**src/rtl/sm_insertion_count_cmp_pkg.sv**
```systemverilog
// Shared definitions for the arm insertion counter.
//   state_t  : controller states (IDLE, COUNT, DONE)
//   cw_f     : width needed to hold 0..n+1 (count, n_ref and deficit)
//   N_SM_DEF : default number of submodules per arm
package sm_sort_pkg;

  typedef enum logic [1:0] {
    IDLE  = 2'd0,
    COUNT = 2'd1,
    DONE  = 2'd2
  } state_t;

  localparam int N_SM_DEF = 8;

  // One extra code above N_SM leaves room to express "n_ref > N_SM".
  function automatic int cw_f(input int n);
    return $clog2(n + 2);
  endfunction

endpackage

```
**src/rtl/sm_insertion_count_cmp_if.sv**
```systemverilog
// Request/result bundle between the sorter/modulator side and the counter.
//   master : drives start, sm_gate, n_ref; observes busy, done and results
//   slave  : the counter itself
interface sm_insertion_count_cmp_if
  import sm_sort_pkg::*;
#(
  parameter int N_SM = N_SM_DEF
);
  localparam int CW = cw_f(N_SM);

  logic            start;
  logic [N_SM-1:0] sm_gate;
  logic [CW-1:0]   n_ref;
  logic            busy;
  logic            done;
  logic [CW-1:0]   count;
  logic            ge;
  logic            eq;
  logic [CW-1:0]   deficit;

  modport master (
    output start, sm_gate, n_ref,
    input  busy, done, count, ge, eq, deficit
  );

  modport slave (
    input  start, sm_gate, n_ref,
    output busy, done, count, ge, eq, deficit
  );

endinterface

```
**src/rtl/sm_insertion_count_cmp_popcount_lanes.sv**
```systemverilog
// Combinational population count of one LANES-bit slice.
//   bits : LANES-bit slice
//   cnt  : number of ones in bits, $clog2(LANES+1) bits wide
module popcount_lanes #(
  parameter int LANES = 2
) (
  input  logic [LANES-1:0]           bits,
  output logic [$clog2(LANES+1)-1:0] cnt
);
  localparam int PW = $clog2(LANES + 1);

  always_comb begin
    cnt = '0;
    for (int i = 0; i < LANES; i++) begin
      cnt = cnt + PW'(bits[i]);
    end
  end

endmodule

```
**src/rtl/sm_insertion_count_cmp.sv**
```systemverilog
// Sequential submodule-insertion counter and threshold comparator for one MMC arm.
// Captures sm_gate and n_ref on an accepted start, counts LANES bits per clock,
// then publishes count, ge (count >= n_ref), eq (count == n_ref) and the
// deficit (n_ref - count, floored at 0) with a one-cycle done pulse.
//   clk, rst : clock (rising edge) and synchronous active-high reset
//   bus      : slave side of sm_insertion_count_cmp_if (start/data in,
//              busy/done/results out)
module sm_insertion_count_cmp
  import sm_sort_pkg::*;
#(
  parameter int N_SM  = N_SM_DEF,
  parameter int LANES = 2
) (
  input logic                    clk,
  input logic                    rst,
  sm_insertion_count_cmp_if.slave bus
);
  localparam int CW    = cw_f(N_SM);
  localparam int BEATS = (N_SM + LANES - 1) / LANES;
  // Padding the shift register to a whole number of beats makes the last
  // partial beat see zeros above the real submodule bits.
  localparam int SW    = BEATS * LANES;
  localparam int PW    = $clog2(LANES + 1);
  localparam int BCW   = (BEATS > 1) ? $clog2(BEATS) : 1;

  state_t          state;
  logic [SW-1:0]   sreg;
  logic [CW-1:0]   nref_q;
  logic [CW-1:0]   acc;
  logic [BCW-1:0]  beat;
  logic [PW-1:0]   lane_cnt;

  logic            busy_q;
  logic            done_q;
  logic [CW-1:0]   count_q;
  logic            ge_q;
  logic            eq_q;
  logic [CW-1:0]   deficit_q;

  // Unsigned subtraction floored at zero.
  function automatic logic [CW-1:0] sat_sub(input logic [CW-1:0] a,
                                            input logic [CW-1:0] b);
    return (a > b) ? (a - b) : '0;
  endfunction

  popcount_lanes #(.LANES(LANES)) u_popcount (
    .bits (sreg[LANES-1:0]),
    .cnt  (lane_cnt)
  );

  always_ff @(posedge clk) begin
    if (rst) begin
      state     <= IDLE;
      sreg      <= '0;
      nref_q    <= '0;
      acc       <= '0;
      beat      <= '0;
      busy_q    <= 1'b0;
      done_q    <= 1'b0;
      count_q   <= '0;
      ge_q      <= 1'b0;
      eq_q      <= 1'b0;
      deficit_q <= '0;
    end else begin
      done_q <= 1'b0;
      case (state)
        IDLE: begin
          if (bus.start) begin
            state  <= COUNT;
            busy_q <= 1'b1;
            sreg   <= SW'(bus.sm_gate);
            nref_q <= bus.n_ref;
            acc    <= '0;
            beat   <= '0;
          end
        end
        COUNT: begin
          acc  <= acc + CW'(lane_cnt);
          sreg <= sreg >> LANES;
          beat <= beat + BCW'(1);
          if (beat == BCW'(BEATS - 1)) begin
            state <= DONE;
          end
        end
        DONE: begin
          // acc is final here; results and done are registered on leaving DONE.
          state     <= IDLE;
          busy_q    <= 1'b0;
          done_q    <= 1'b1;
          count_q   <= acc;
          ge_q      <= (acc >= nref_q);
          eq_q      <= (acc == nref_q);
          deficit_q <= sat_sub(nref_q, acc);
        end
        default: state <= IDLE;
      endcase
    end
  end

  assign bus.busy    = busy_q;
  assign bus.done    = done_q;
  assign bus.count   = count_q;
  assign bus.ge      = ge_q;
  assign bus.eq      = eq_q;
  assign bus.deficit = deficit_q;

endmodule

```
**src/flat_wrapper.sv**
```systemverilog
// flat-port wrapper written by rule: the top's interface ports become plain ports
module sm_insertion_count_cmp_flat import sm_sort_pkg::*;
#(
  parameter int N_SM  = N_SM_DEF,
  parameter int LANES = 2
)
  (clk, rst, bus_start, bus_sm_gate, bus_n_ref, bus_busy, bus_done, bus_count, bus_ge, bus_eq, bus_deficit);
  sm_insertion_count_cmp_if #(.N_SM(N_SM)) bus_i ();
  input logic clk;
  input logic rst;
  input wire logic [$bits(bus_i.start)-1:0] bus_start;
  input wire logic [$bits(bus_i.sm_gate)-1:0] bus_sm_gate;
  input wire logic [$bits(bus_i.n_ref)-1:0] bus_n_ref;
  output wire logic [$bits(bus_i.busy)-1:0] bus_busy;
  output wire logic [$bits(bus_i.done)-1:0] bus_done;
  output wire logic [$bits(bus_i.count)-1:0] bus_count;
  output wire logic [$bits(bus_i.ge)-1:0] bus_ge;
  output wire logic [$bits(bus_i.eq)-1:0] bus_eq;
  output wire logic [$bits(bus_i.deficit)-1:0] bus_deficit;
  assign bus_i.start = bus_start;
  assign bus_i.sm_gate = bus_sm_gate;
  assign bus_i.n_ref = bus_n_ref;
  assign bus_busy = bus_i.busy;
  assign bus_done = bus_i.done;
  assign bus_count = bus_i.count;
  assign bus_ge = bus_i.ge;
  assign bus_eq = bus_i.eq;
  assign bus_deficit = bus_i.deficit;
  sm_insertion_count_cmp #(.N_SM(N_SM), .LANES(LANES)) u_core (.clk(clk), .rst(rst), .bus(bus_i));
endmodule
```
**config.mk**
```make
export PLATFORM = sky130hd
export DESIGN_NAME = sm_insertion_count_cmp_flat
export DESIGN_NICKNAME = d
export VERILOG_FILES = /design/src/rtl/sm_insertion_count_cmp_pkg.sv /design/src/rtl/sm_insertion_count_cmp_if.sv /design/src/rtl/sm_insertion_count_cmp_popcount_lanes.sv /design/src/rtl/sm_insertion_count_cmp.sv /design/src/flat_wrapper.sv
export SDC_FILE = /design/constraint.sdc
export NUM_CORES = 1
export LEC_CHECK = 0
export ABC_AREA = 1
export CAP_MARGIN = 40
export CORE_ASPECT_RATIO = 1.5
export CORE_MARGIN = 2
export CORE_UTILIZATION = 48
export CTS_CLUSTER_DIAMETER = 100
export DETAILED_ROUTE_END_ITERATION = 16
export PLACE_DENSITY = 0.75
export SYNTH_ARGS = -nofsm -noshare
export SYNTH_HDL_FRONTEND = slang
export SYNTH_SLANG_ARGS = --single-unit
```
**constraint.sdc**
```tcl
create_clock -name clk -period 1.86 [get_ports clk]
set_clock_uncertainty 0.2 [all_clocks]
set_input_delay 0.372 -clock clk [delete_from_list [all_inputs] [get_ports clk]]
set_output_delay 0.372 -clock clk [all_outputs]
set_load 0.05 [all_outputs]
```
Word level (Yosys, flattened, before mapping) --
Index checks and enable logic that the tools add are counted.
Storage, ports and cells: register bits after elaboration 32, bits of input ports 15, word-level logic and storage cells 43
Cells by class: order comparisons 2, multiplexer cells 13, reductions and logical operators 7, equal/unequal tests 6, add/subtract/negate cells 4
Operators with widths (number):
- 8-bit one-hot mux with 2 select lines | 1
- 4-bit 2-to-1 mux | 2
- 8-bit 2-to-1 mux | 1
- 2-bit one-hot mux with 2 select lines | 2
- 4-bit one-hot mux with 2 select lines | 1
- 2-bit AND reduction | 4
- 2-bit 2-to-1 mux | 3
- 4-bit by 2-bit adder with 4-bit output | 1
- 2-bit == test (second input constant) | 2
- 4-bit == test | 1
- 4-bit greater-or-equal comparator | 1
- 4-bit greater-than comparator | 1
- 2-bit nonzero test | 2
- 4-bit subtractor | 1
- 1-bit by 1-bit adder with 2-bit output | 1
- 2-bit by 1-bit adder with 2-bit output (second input constant) | 1
- 2-bit by 1-bit == test with 1-bit output (second input constant) | 1
- 2-bit logical NOT | 1
- 1-bit 2-to-1 mux | 2
- 2-bit by 1-bit != test with 1-bit output (second input constant) | 1
- 2-bit != test (second input constant) | 1
- 1-bit one-hot mux with 2 select lines | 1

Longest topological paths before layout --
Gate-level depths: netlist of the first run.
word-level depth 3, mapped depth 10, gate-level depth less buffers 10

Cells and area by module --
A second synthesis of the first run with hierarchy kept.
Unflattened totals: cell total of the unflattened synthesis 176, area, all modules 1435.1 um^2
Modules (own cells, without submodules):
- sm_insertion_count_cmp | area each 1422.6 um^2, instances 1, seq. area each 640.6 um^2, cells each 175
- popcount_lanes | area each 12.5 um^2, instances 1, seq. area each 0.0 um^2, cells each 1

Worst setup path before layout of the first run --
Ideal clock, no wire load.
path kind reg2reg, start reg u_core.nref_q[0], end reg u_core.deficit_q[3] (netlist: u_core.bus.deficit[3]), cell stages (with the launch flop) 11, arrival time 1.383 ns, setup time 0.132 ns, path slack 0.145 ns, buffers on the path 0, clock period less this slack 1.715 ns, required time 1.528 ns, cell sequence dfxtp_1 > inv_1 > ha_1 > inv_1 > fa_1 > inv_1 > nor2_1 > nor2_1 > nor2_4 > nand2_1 > a21oi_1
Between the ends: cells in the longest elaborated chain, start to end 2, elaborated cells between the ends (all ways) 3, those cells by class add/sub: 1; order compare: 1; mux: 1
Ends and longest elaborated chain:
- start: declaration | line sm_insertion_count_cmp.sv:28 | logic [CW-1:0] nref_q;
- start signal: assignment | line sm_insertion_count_cmp.sv:72 | nref_q <= bus.n_ref;
- 4-bit subtractor or 4-bit greater-than comparator (tied branches) | line sm_insertion_count_cmp.sv:43 | return (a > b) ? (a - b) : '0;
- 4-bit 2-to-1 mux (*) | line sm_insertion_count_cmp.sv:43
- end signal: assignment | line sm_insertion_count_cmp.sv:93 | deficit_q <= sat_sub(nref_q, acc);
- end: declaration | line sm_insertion_count_cmp.sv:38 | logic [CW-1:0] deficit_q;
Every way passes the cells marked *; elsewhere a longest branch is shown, timed or not. A chain may end at the register's enable or synchronous reset.

Worst setup path in the final report of the first run --
Same ends and word-level chain as after synthesis.

==> flow_metrics.py, run 1 <==
metrics = {
    "floorplanning": {
        "design.die.area_um2": 3350,
        "rows": 23,
        "die_y_um": 69.9,
        "ios": 27,
        "start_util": 0.514,
        "die_w_um": 47.9,
        "coreArea_um2": 2710,
    },
    "placed_design": {
        "place.gp.congestion": 0.881,
        "hpwl_um": 2150,
        "place_area_um2": 1650,
        "dp_cells": 234,
        "port_buffers": 26,
    },
    "clock_tree": {
        "root_buffer": "clkbuf_8",
        "numCtsBuffers": 5,
        "clk_latency_ns": 0.28,
        "ctsLongestPathBuffers": 2,
        "cts_tree": "yes",
        "cts_max_level": 2,
        "ctsHoldBuffers": 0,
        "clkSinkCount": 32,
        "path_clk_slew_ns": 0.06,
        "post_cts_buffers": 0,
        "ctsResizeCount": 0,
    },
    "finish": {
        "instances_no_fill": 242,
        "final_common_cell": "nand2_1",
        "layout.nets": 227,
        "antenna_cells": 0,
        "final_cell_mix": "nand2_1, dfxtp_1, inv_1, o21ai_0, a21oi_1",
        "fill_cells": 250,
        "area_growth_pct": 25.8,
        "layout-drive-gt1-share": 0.137,
        "final_area_um2": 1750,
        "fin_util": 0.647,
    },
    "sta": {
        "setup_viol": 0,
        "rsz0062_at_grt": "false",
        "hold_viol": 0,
        "period_share": 0.917,
        "worst_pin_slew_ns": 0.536,
        "hold_slack_ns": 0.264,
        "fmax_mhz": 586,
        "layout_min_cycle_time_ns": 1.71,
        "drv_slew": 0,
        "relSlewSlack": 0.642,
    },
    "synthesis": {
        "synth_cell_type_count": 22,
        "yosysSeqAreaShare": 0.461,
        "synth_nets": 197,
        "syn_inst": 174,
        "ys_ff_latch": 32,
        "yosys_warnings": 0,
        "synth_area_um2": 1390,
        "synth.avg_cell_area_um2": 7.99,
    },
    "routing": {
        "routed.top_layer": "met4",
        "drtPass1Iterations": 4,
        "drt-total-wl_um": 2950,
        "drt_iter0_drc": 40,
        "ant_nets": 0,
        "drc_errors": 0,
        "wl_met1_um": 1160,
        "wl_met2_um": 1490,
        "wl_per_cell_um": 12.2,
        "vias_per_cell": 5.02,
        "wl_met3_um": 146,
        "vias": 1214,
    },
    "power": {
        "p_sw_frac": 0.266,
        "pwr-share-comb": 0.153,
        "p_int_mw": 1.12,
        "pwr-share-clk": 0.357,
        "p_leak_nw": 0.771,
        "total_power_mw": 1.53,
        "p_seq_frac": 0.490,
        "vdd_drop_max_mv": 0.522,
        "p_switching_mw": 0.405,
        "powerDensity_nw_per_um2": 872,
    },
    "setup_path": {
        "required_ns": 1.84,
        "worstSetupStartpointType": "flip-flop",
        "critical_path.max_fanout": 5,
        "worstPathArrival_ns": 1.68,
        "worstSetupPathType": "reg -> reg",
        "endpoint_kind": "flip-flop",
    },
    "global_route": {
        "grt_start_max_net_pins": 23,
        "first_global_vias": 1167,
        "overflow": 0,
        "grt_pass1_wl_um": 4990,
        "grt.total_usage": 0.212,
        "antenna_found_initial": 0,
    },
    "hold_path": {
        "hold_path_class": "reg -> reg",
    },
    "job": {
        "max_cap_violations": 0,
    },
    "run_status": {
        "status": "completed",
    },
}
flip-flops by register name, indices dropped and copies added, names as in the netlist:
name                flops
u_core.bus.deficit      4
u_core.beat             2
u_core.nref_q           4
u_core.acc              4
u_core.bus.eq           1
u_core.bus.count        4
u_core.bus.ge           1
u_core.bus.busy         1
u_core.bus.done         1
u_core.sreg             8
u_core.state            2
worst max-delay path, stage by stage, from the launching register on:
cell and delay, ns:
dfxtp_1 0.30, inv_1 0.06, ha_1 0.13, inv_1 0.07
fa_2 0.41, inv_1 0.06, nor2_1 0.05, nor2_2 0.13
nor2_4 0.07, nand2_1 0.07, a21oi_1 0.05
cell families after synthesis:
group	after synthesis	share of synthesized area
DFF	32	0.461
AOI/OAI and AO/OA	46	0.181
xor gates and xnor gates	1	0.00630
and+or+nand+nor	61	0.190
adders and majority gates	8	0.0828
buffers and inverters	26	0.0792
metrics by stage:
stage | TNS, ns | worst slack, ns
6_report | 0 | 0.154
5_1_grt | 0 | 0.00558
4_1_cts | 0 | 0.0327
3_5_place_dp | -0.0244 | -0.0244
3_3_place_gp | 0 | 0.0633
2_1_floorplan | 0 | 0.145
path summary, 6_finish.rpt:
| path | startpoint | to | slack, ns | cells past startpoint |
|---|---|---|---|---|
| max | u_core.nref_q[0]$_SDFFE_PP0P_ | u_core.bus.deficit[3]$_SDFFE_PP0P_ | 0.15 | 10 |
| max reg2reg | u_core.nref_q[0]$_SDFFE_PP0P_ | u_core.bus.deficit[3]$_SDFFE_PP0P_ | 0.15 | 10 |
| min reg2reg | u_core.sreg[6]$_SDFFE_PP0P_ | u_core.sreg[6]$_SDFFE_PP0P_ | 0.26 | 2 |
| min | u_core.sreg[6]$_SDFFE_PP0P_ | u_core.sreg[6]$_SDFFE_PP0P_ | 0.26 | 2 |
layout make-up:
type | instances | area [um2] | area share
Multi-Input combinational cell | 116 | 644 | 0.368
Inverter | 20 | 75.1 | 0.0429
Clock buffer | 8 | 90.1 | 0.0515
Timing Repair Buffer | 29 | 253 | 0.144
Tap cell | 37 | 46.3 | 0.0265
Sequential cell | 32 | 641 | 0.366
routing by layer:
| layer | global-route usage | vias up |
|---|---|---|
| met5 | 0 | - |
| met4 | 0.144 | 0 |
| met3 | 0.0801 | 12 |
| met2 | 0.333 | 33 |
| met1 | 0.217 | 541 |
| li1 | - | 628 |
power by group through the flow:
| stage | combinational [mW] | sequential (mW) | clock, mW |
|---|---|---|---|
| global placement | 0.220 | 0.760 | 0 |
| floorplan | 0.152 | 0.765 | 0 |
| detailed placement | 0.229 | 0.762 | 0 |
| CTS | 0.230 | 0.748 | 0.555 |
| finish | 0.233 | 0.748 | 0.544 |
| global route | 0.267 | 0.751 | 0.584 |
synthesized netlist by cell type:
cell	n	area, um2
a22oi_1	2	15.0
a21oi_1	16	80.1
nor2_1	14	52.6
o32ai_1	1	8.76
inv_2	1	3.75
buf_6	1	11.3
o211a_1	1	10.0
nand3_1	4	20.0
a31oi_1	6	37.5
clkbuf_1	3	11.3
nand2_4	2	22.5
xor2_1	1	8.76
inv_1	19	71.3
buf_2	1	5.00
buf_4	1	7.51
o21ai_1	1	5.00
fa_1	2	40.0
dfxtp_1	32	641
o21ai_0	19	95.1
nor2_4	2	22.5
ha_1	6	75.1
nand2_1	39	146
Note: power is estimated with default switching activity, not from simulation.
==> inputs of run 2 (changes only) <==
--- a/config.mk
+++ b/config.mk
@@ -11,8 +11,10 @@
 export CORE_MARGIN = 2
 export CORE_UTILIZATION = 48
 export CTS_CLUSTER_DIAMETER = 100
+export CTS_CLUSTER_SIZE = 28
 export DETAILED_ROUTE_END_ITERATION = 16
 export PLACE_DENSITY = 0.75
+export SLEW_MARGIN = 20
 export SYNTH_ARGS = -nofsm -noshare
 export SYNTH_HDL_FRONTEND = slang
 export SYNTH_SLANG_ARGS = --single-unit
==> results of run 2 <==
The final DEF is identical to that of run 1; final timing and power are the same.
==> inputs of run 3 (changes only) <==
--- a/config.mk
+++ b/config.mk
@@ -6,6 +6,7 @@
 export NUM_CORES = 1
 export LEC_CHECK = 0
 export ABC_AREA = 1
+export ABC_CLOCK_PERIOD_IN_PS = 1860
 export CAP_MARGIN = 40
 export CORE_ASPECT_RATIO = 1.5
 export CORE_MARGIN = 2
==> results of run 3 <==
The final DEF is identical to that of run 1; final timing and power are the same.
==> patch 1 (flow settings as in run 2) <==
`LANES` is set to 2 in 3 places; all go to 1.
--- a/src/rtl/sm_insertion_count_cmp_popcount_lanes.sv
+++ b/src/rtl/sm_insertion_count_cmp_popcount_lanes.sv
@@ -2,7 +2,7 @@
 //   bits : LANES-bit slice
 //   cnt  : number of ones in bits, $clog2(LANES+1) bits wide
 module popcount_lanes #(
-  parameter int LANES = 2
+  parameter int LANES = 1
 ) (
   input  logic [LANES-1:0]           bits,
   output logic [$clog2(LANES+1)-1:0] cnt
--- a/src/rtl/sm_insertion_count_cmp.sv
+++ b/src/rtl/sm_insertion_count_cmp.sv
@@ -9,7 +9,7 @@
   import sm_sort_pkg::*;
 #(
   parameter int N_SM  = N_SM_DEF,
-  parameter int LANES = 2
+  parameter int LANES = 1
 ) (
   input logic                    clk,
   input logic                    rst,
--- a/src/flat_wrapper.sv
+++ b/src/flat_wrapper.sv
@@ -2,7 +2,7 @@
 module sm_insertion_count_cmp_flat import sm_sort_pkg::*;
 #(
   parameter int N_SM  = N_SM_DEF,
-  parameter int LANES = 2
+  parameter int LANES = 1
 )
   (clk, rst, bus_start, bus_sm_gate, bus_n_ref, bus_busy, bus_done, bus_count, bus_ge, bus_eq, bus_deficit);
   sm_insertion_count_cmp_if #(.N_SM(N_SM)) bus_i ();
Formal check against the unedited RTL: not equivalent (Yosys sat finds a counterexample within 10 cycles, from zero or initial values and one cycle with rst high).
==> patch 1 against run 2 <==
Fmax decreased by 2.9%; first-iteration DRC count decreased by 48%; setup slack got worse by 50 ps; die area up 2.7%; clock power fell by 7.2%; critical endpoint is now u_core.bus.deficit[0]; non-clock buffer count up 1; cell count rose by 2.5%; cell area grew 1.4%; largest power group unchanged; wire length is 7.2% higher; largest cell class is now sequential cells; count of clock-buffer cells in the layout is the same; sequential cell count up 1; total power shrank 4.4%; area after synthesis up 2.9%; combinational power shrank 15%.
==> patch 1: results (changes against run 2) <==
The highest ir drop seen on vdd came out at 530.5 uV (+1.6%). The data arrival time of the critical path is 1730 ps (+50 ps). The fraction of layout instances using a drive strength above 1 came to 15.31% (+1.7 points). The maximum number of pins on one net before global-route repair came to 19 (-17%). The placed instance count was 240 (+2.6%). The net count reported at finish is 232 (+2.2%). The distinct cell type count after synthesis was 26 (+18%).

The run finished with clean final reports. The path with the worst hold slack has its endpoint at u_core.nref_q[0]. The pre-CTS worst setup slack is 15.36 ps (+39.75 ps).

The worst setup path endpoint is u_core.bus.deficit[0]. The post-detailed-routing wire length came out at 3162 um (+7.2%). Sorting the synthesized cells by area gives the leading types as sky130_fd_sc_hd__dfxtp_1 46%, sky130_fd_sc_hd__nand2_1 11%, sky130_fd_sc_hd__ha_1 7.0%.

The mean instance size in the synthesized netlist is 8.034 um^2 (+0.57%). The slack of the worst reg-to-reg path is 100 ps (-50 ps). The worst-case hold slack came out at 273.3 ps (+9.288 ps). The area share of fa/ha/maj cells after synthesis is 8.399% (+0.12 points).

The wire length of the first global-routing pass came out at 5361 um (+7.5%). The number of fill cells came to 263 (+5.2%). The total iterations of the first detailed-routing run came out at 6 (+2). The HPWL after detailed placement is 2316 um (+7.6%). The vias after detailed routing came to 1,254 (+3.3%).

The sequential element share of the synthesized area is 46.19% (+0.11 points). The worst slew margin relative to its limit came out at 67.49% (+3.2 points). The overall track demand over capacity in global routing came out at 20.26% (-0.99 points).

The post-detailed-placement cell area came out at 1688 um^2 (+2.0%). The net count after synthesis is 202 (+2.5%). The wire length per cell came out at 12.75 um (+4.6%). The startpoint of the tightest hold check path is u_core.nref_q[0]. The leakage power of the design was 0.0007900 uW (+2.5%). The setup fix buffers added after clock tree synthesis is 0 (unchanged).
-- patch 1: cell type report --
cell class,instances,area [um^2],area share [%]
sequential,33,660.6,37.26
multi-input combinational,119,651.9,36.77
clock buffer,8,80.08,4.517
timing repair buffer,30,260.3,14.68
tap,39,48.80,2.752
inverter,19,71.32,4.023
-- patch 1: logic make-up after synthesis --
| family | count (synthesis) |
|---|---|
| xor+xnor | 1 |
| buf+inv | 26 |
| simple gates | 68 |
| flops | 33 |
| fa+ha+maj | 9 |
| compound gates | 41 |
-- patch 1: report_power, final --
part | switching (uW) | internal, uW | total, uW
sequential | 18.5 | 737 | 755
combinational | 116 | 82.4 | 199
clock | 239 | 265 | 505
-- patch 1: per-layer routing --
metal | track usage [%] | routed length [um] | vias up
li1 | - | - | 636
met1 | 20.05 | 1243 | 588
met2 | 37.50 | 1730 | 22
met3 | 6.540 | 120 | 8
met4 | 10.16 | 68 | 0
met5 | 0 | 0 | -
==> patch 2 (config.mk and constraints of run 2) <==
Without the edit above. The 3 states of `state_t` get a one-hot encoding in 3 bits.
--- a/src/rtl/sm_insertion_count_cmp_pkg.sv
+++ b/src/rtl/sm_insertion_count_cmp_pkg.sv
@@ -4,10 +4,10 @@
 //   N_SM_DEF : default number of submodules per arm
 package sm_sort_pkg;
 
-  typedef enum logic [1:0] {
-    IDLE  = 2'd0,
-    COUNT = 2'd1,
-    DONE  = 2'd2
+  typedef enum logic [2:0] {
+    IDLE  = 3'b001,
+    COUNT = 3'b010,
+    DONE  = 3'b100
   } state_t;
 
   localparam int N_SM_DEF = 8;
Behaviour: same outputs for any inputs over 10 cycles, from zero or initial values and one cycle with rst high; not proved beyond that.
==> patch 2 against run 2 <==
Via count up 7.7%; combinational power down 18%; cell area up 6.5%; area after synthesis up 4.7%; total power up 0.81%; sequential cell count up 1; setup slack worse by 1.4 ps; wire length up 3.9%; critical path type unchanged; largest power group unchanged.
==> patch 2: results (changes against run 2) <==
The sum of met2 wire segment lengths after detailed routing is 1680 um (+12%). The run finished with clean final reports. In this run the worst setup path begins at u_core.acc[0].

The via count of the first global-routing pass is 1,304 (+12%). The complex-gate fraction of the synthesized area is 13.16% (-4.9 points). The wire length of the first global-routing pass was 5416 um (+8.6%).

The net count reported at finish was 250 (+10%). The area taken by multi-input logic gates came out at 679.4 um^2 (+5.4%). The wire length on met3 came out at 137 um (-6.2%). The pre-CTS worst setup slack was 51.72 ps (+76.11 ps).

The clock-cell share of area came out at 5.440% (+0.29 points). The net switching share of the total power is 24.69% (-1.9 points). The mean instance size in the synthesized netlist came to 7.540 um^2 (-5.6%).

After synthesis, the most frequently instantiated cells are 50 x sky130_fd_sc_hd__nand2_1, 33 x sky130_fd_sc_hd__dfxtp_1, 25 x sky130_fd_sc_hd__nor2_1. The xor and xnor area share after synthesis is 1.204% (+0.57 points). The placer congestion estimate came out at 0.8575 (-2.6%). The area share of fa/ha/maj cells after synthesis is 7.911% (-0.37 points). The final critical path time including I/O delays and setup is 1708 ps (+1.356 ps). The placed instance count came to 259 (+11%). The number of buffers outside the clock class in the layout came to 34 (+17%). The net switching power figure is 379.7 uW (-6.4%). The final design instance area without fill is 1863 um^2 (+6.5%). The met1 track demand over resource in global routing came out at 18.50% (-3.2 points). The number of fill cells came out at 257 (+2.8%). The distinct cell type count after synthesis came out at 23 (+4.5%). The number of standard-cell rows in the floorplan is 24 (+4.3%). The overall track demand over capacity in global routing came out at 20.72% (-0.53 points).

The starting DRC count in detailed routing came out at 21 (-48%). The fraction of power consumed by sequential logic is 49.1% (about the same). The ratio of routed vias to standard cells is 4.895 (-2.4%). The net count after synthesis came out at 216 (+9.6%).

The met3 usage in global routing came out at 5.833% (-2.2 points). The share of final layout cell area taken by non-clock buffers is 15.58% (+1.1 points). Sorting the synthesized cells by area gives the leading types as sky130_fd_sc_hd__dfxtp_1 45%, sky130_fd_sc_hd__nand2_1 13%, sky130_fd_sc_hd__nor2_1 6.4%. The post-detailed-routing wire length is 3064 um (+3.9%). The sequential cell count of the final layout came out at 33 (+3.1%).

The leakage power of the design is 0.0008630 uW (+12%). The maximum number of pins on one net before global-route repair is 17 (-26%). The worst slew margin relative to its limit is 79.41% (+15 points). On the critical path, the stage with the largest delay is an instance of sky130_fd_sc_hd__fa_1.

The highest ir drop seen on vdd is 634.9 uV (+22%). The number of inverters outside the clock class in the layout came to 21 (+5.0%).
[patch 2: cell types whose count changed after synthesis, moves of 2 or more]
cell                      change
sky130_fd_sc_hd__a31oi_1      -6
sky130_fd_sc_hd__nand4_1      +3
sky130_fd_sc_hd__a22oi_1      -2
sky130_fd_sc_hd__nor2_4       -2
sky130_fd_sc_hd__o21ai_0      -3
sky130_fd_sc_hd__nor2_1      +11
sky130_fd_sc_hd__inv_1        -2
sky130_fd_sc_hd__inv_2        +2
sky130_fd_sc_hd__nand2_1     +11
[patch 2: worst min path at each step]
stage / start / endpoint / slack (ps) / depth (start not counted)
after floorplan: u_core.beat[0] / u_core.beat[0] / 230 / 1
after global placement: u_core.beat[0] / u_core.beat[0] / 240 / 1
after detailed placement: u_core.beat[0] / u_core.beat[0] / 260 / 1
after CTS: u_core.beat[0] / u_core.beat[0] / 270 / 1
after global routing: u_core.beat[0] / u_core.beat[0] / 280 / 1
final: u_core.beat[0] / u_core.beat[0] / 270 / 1
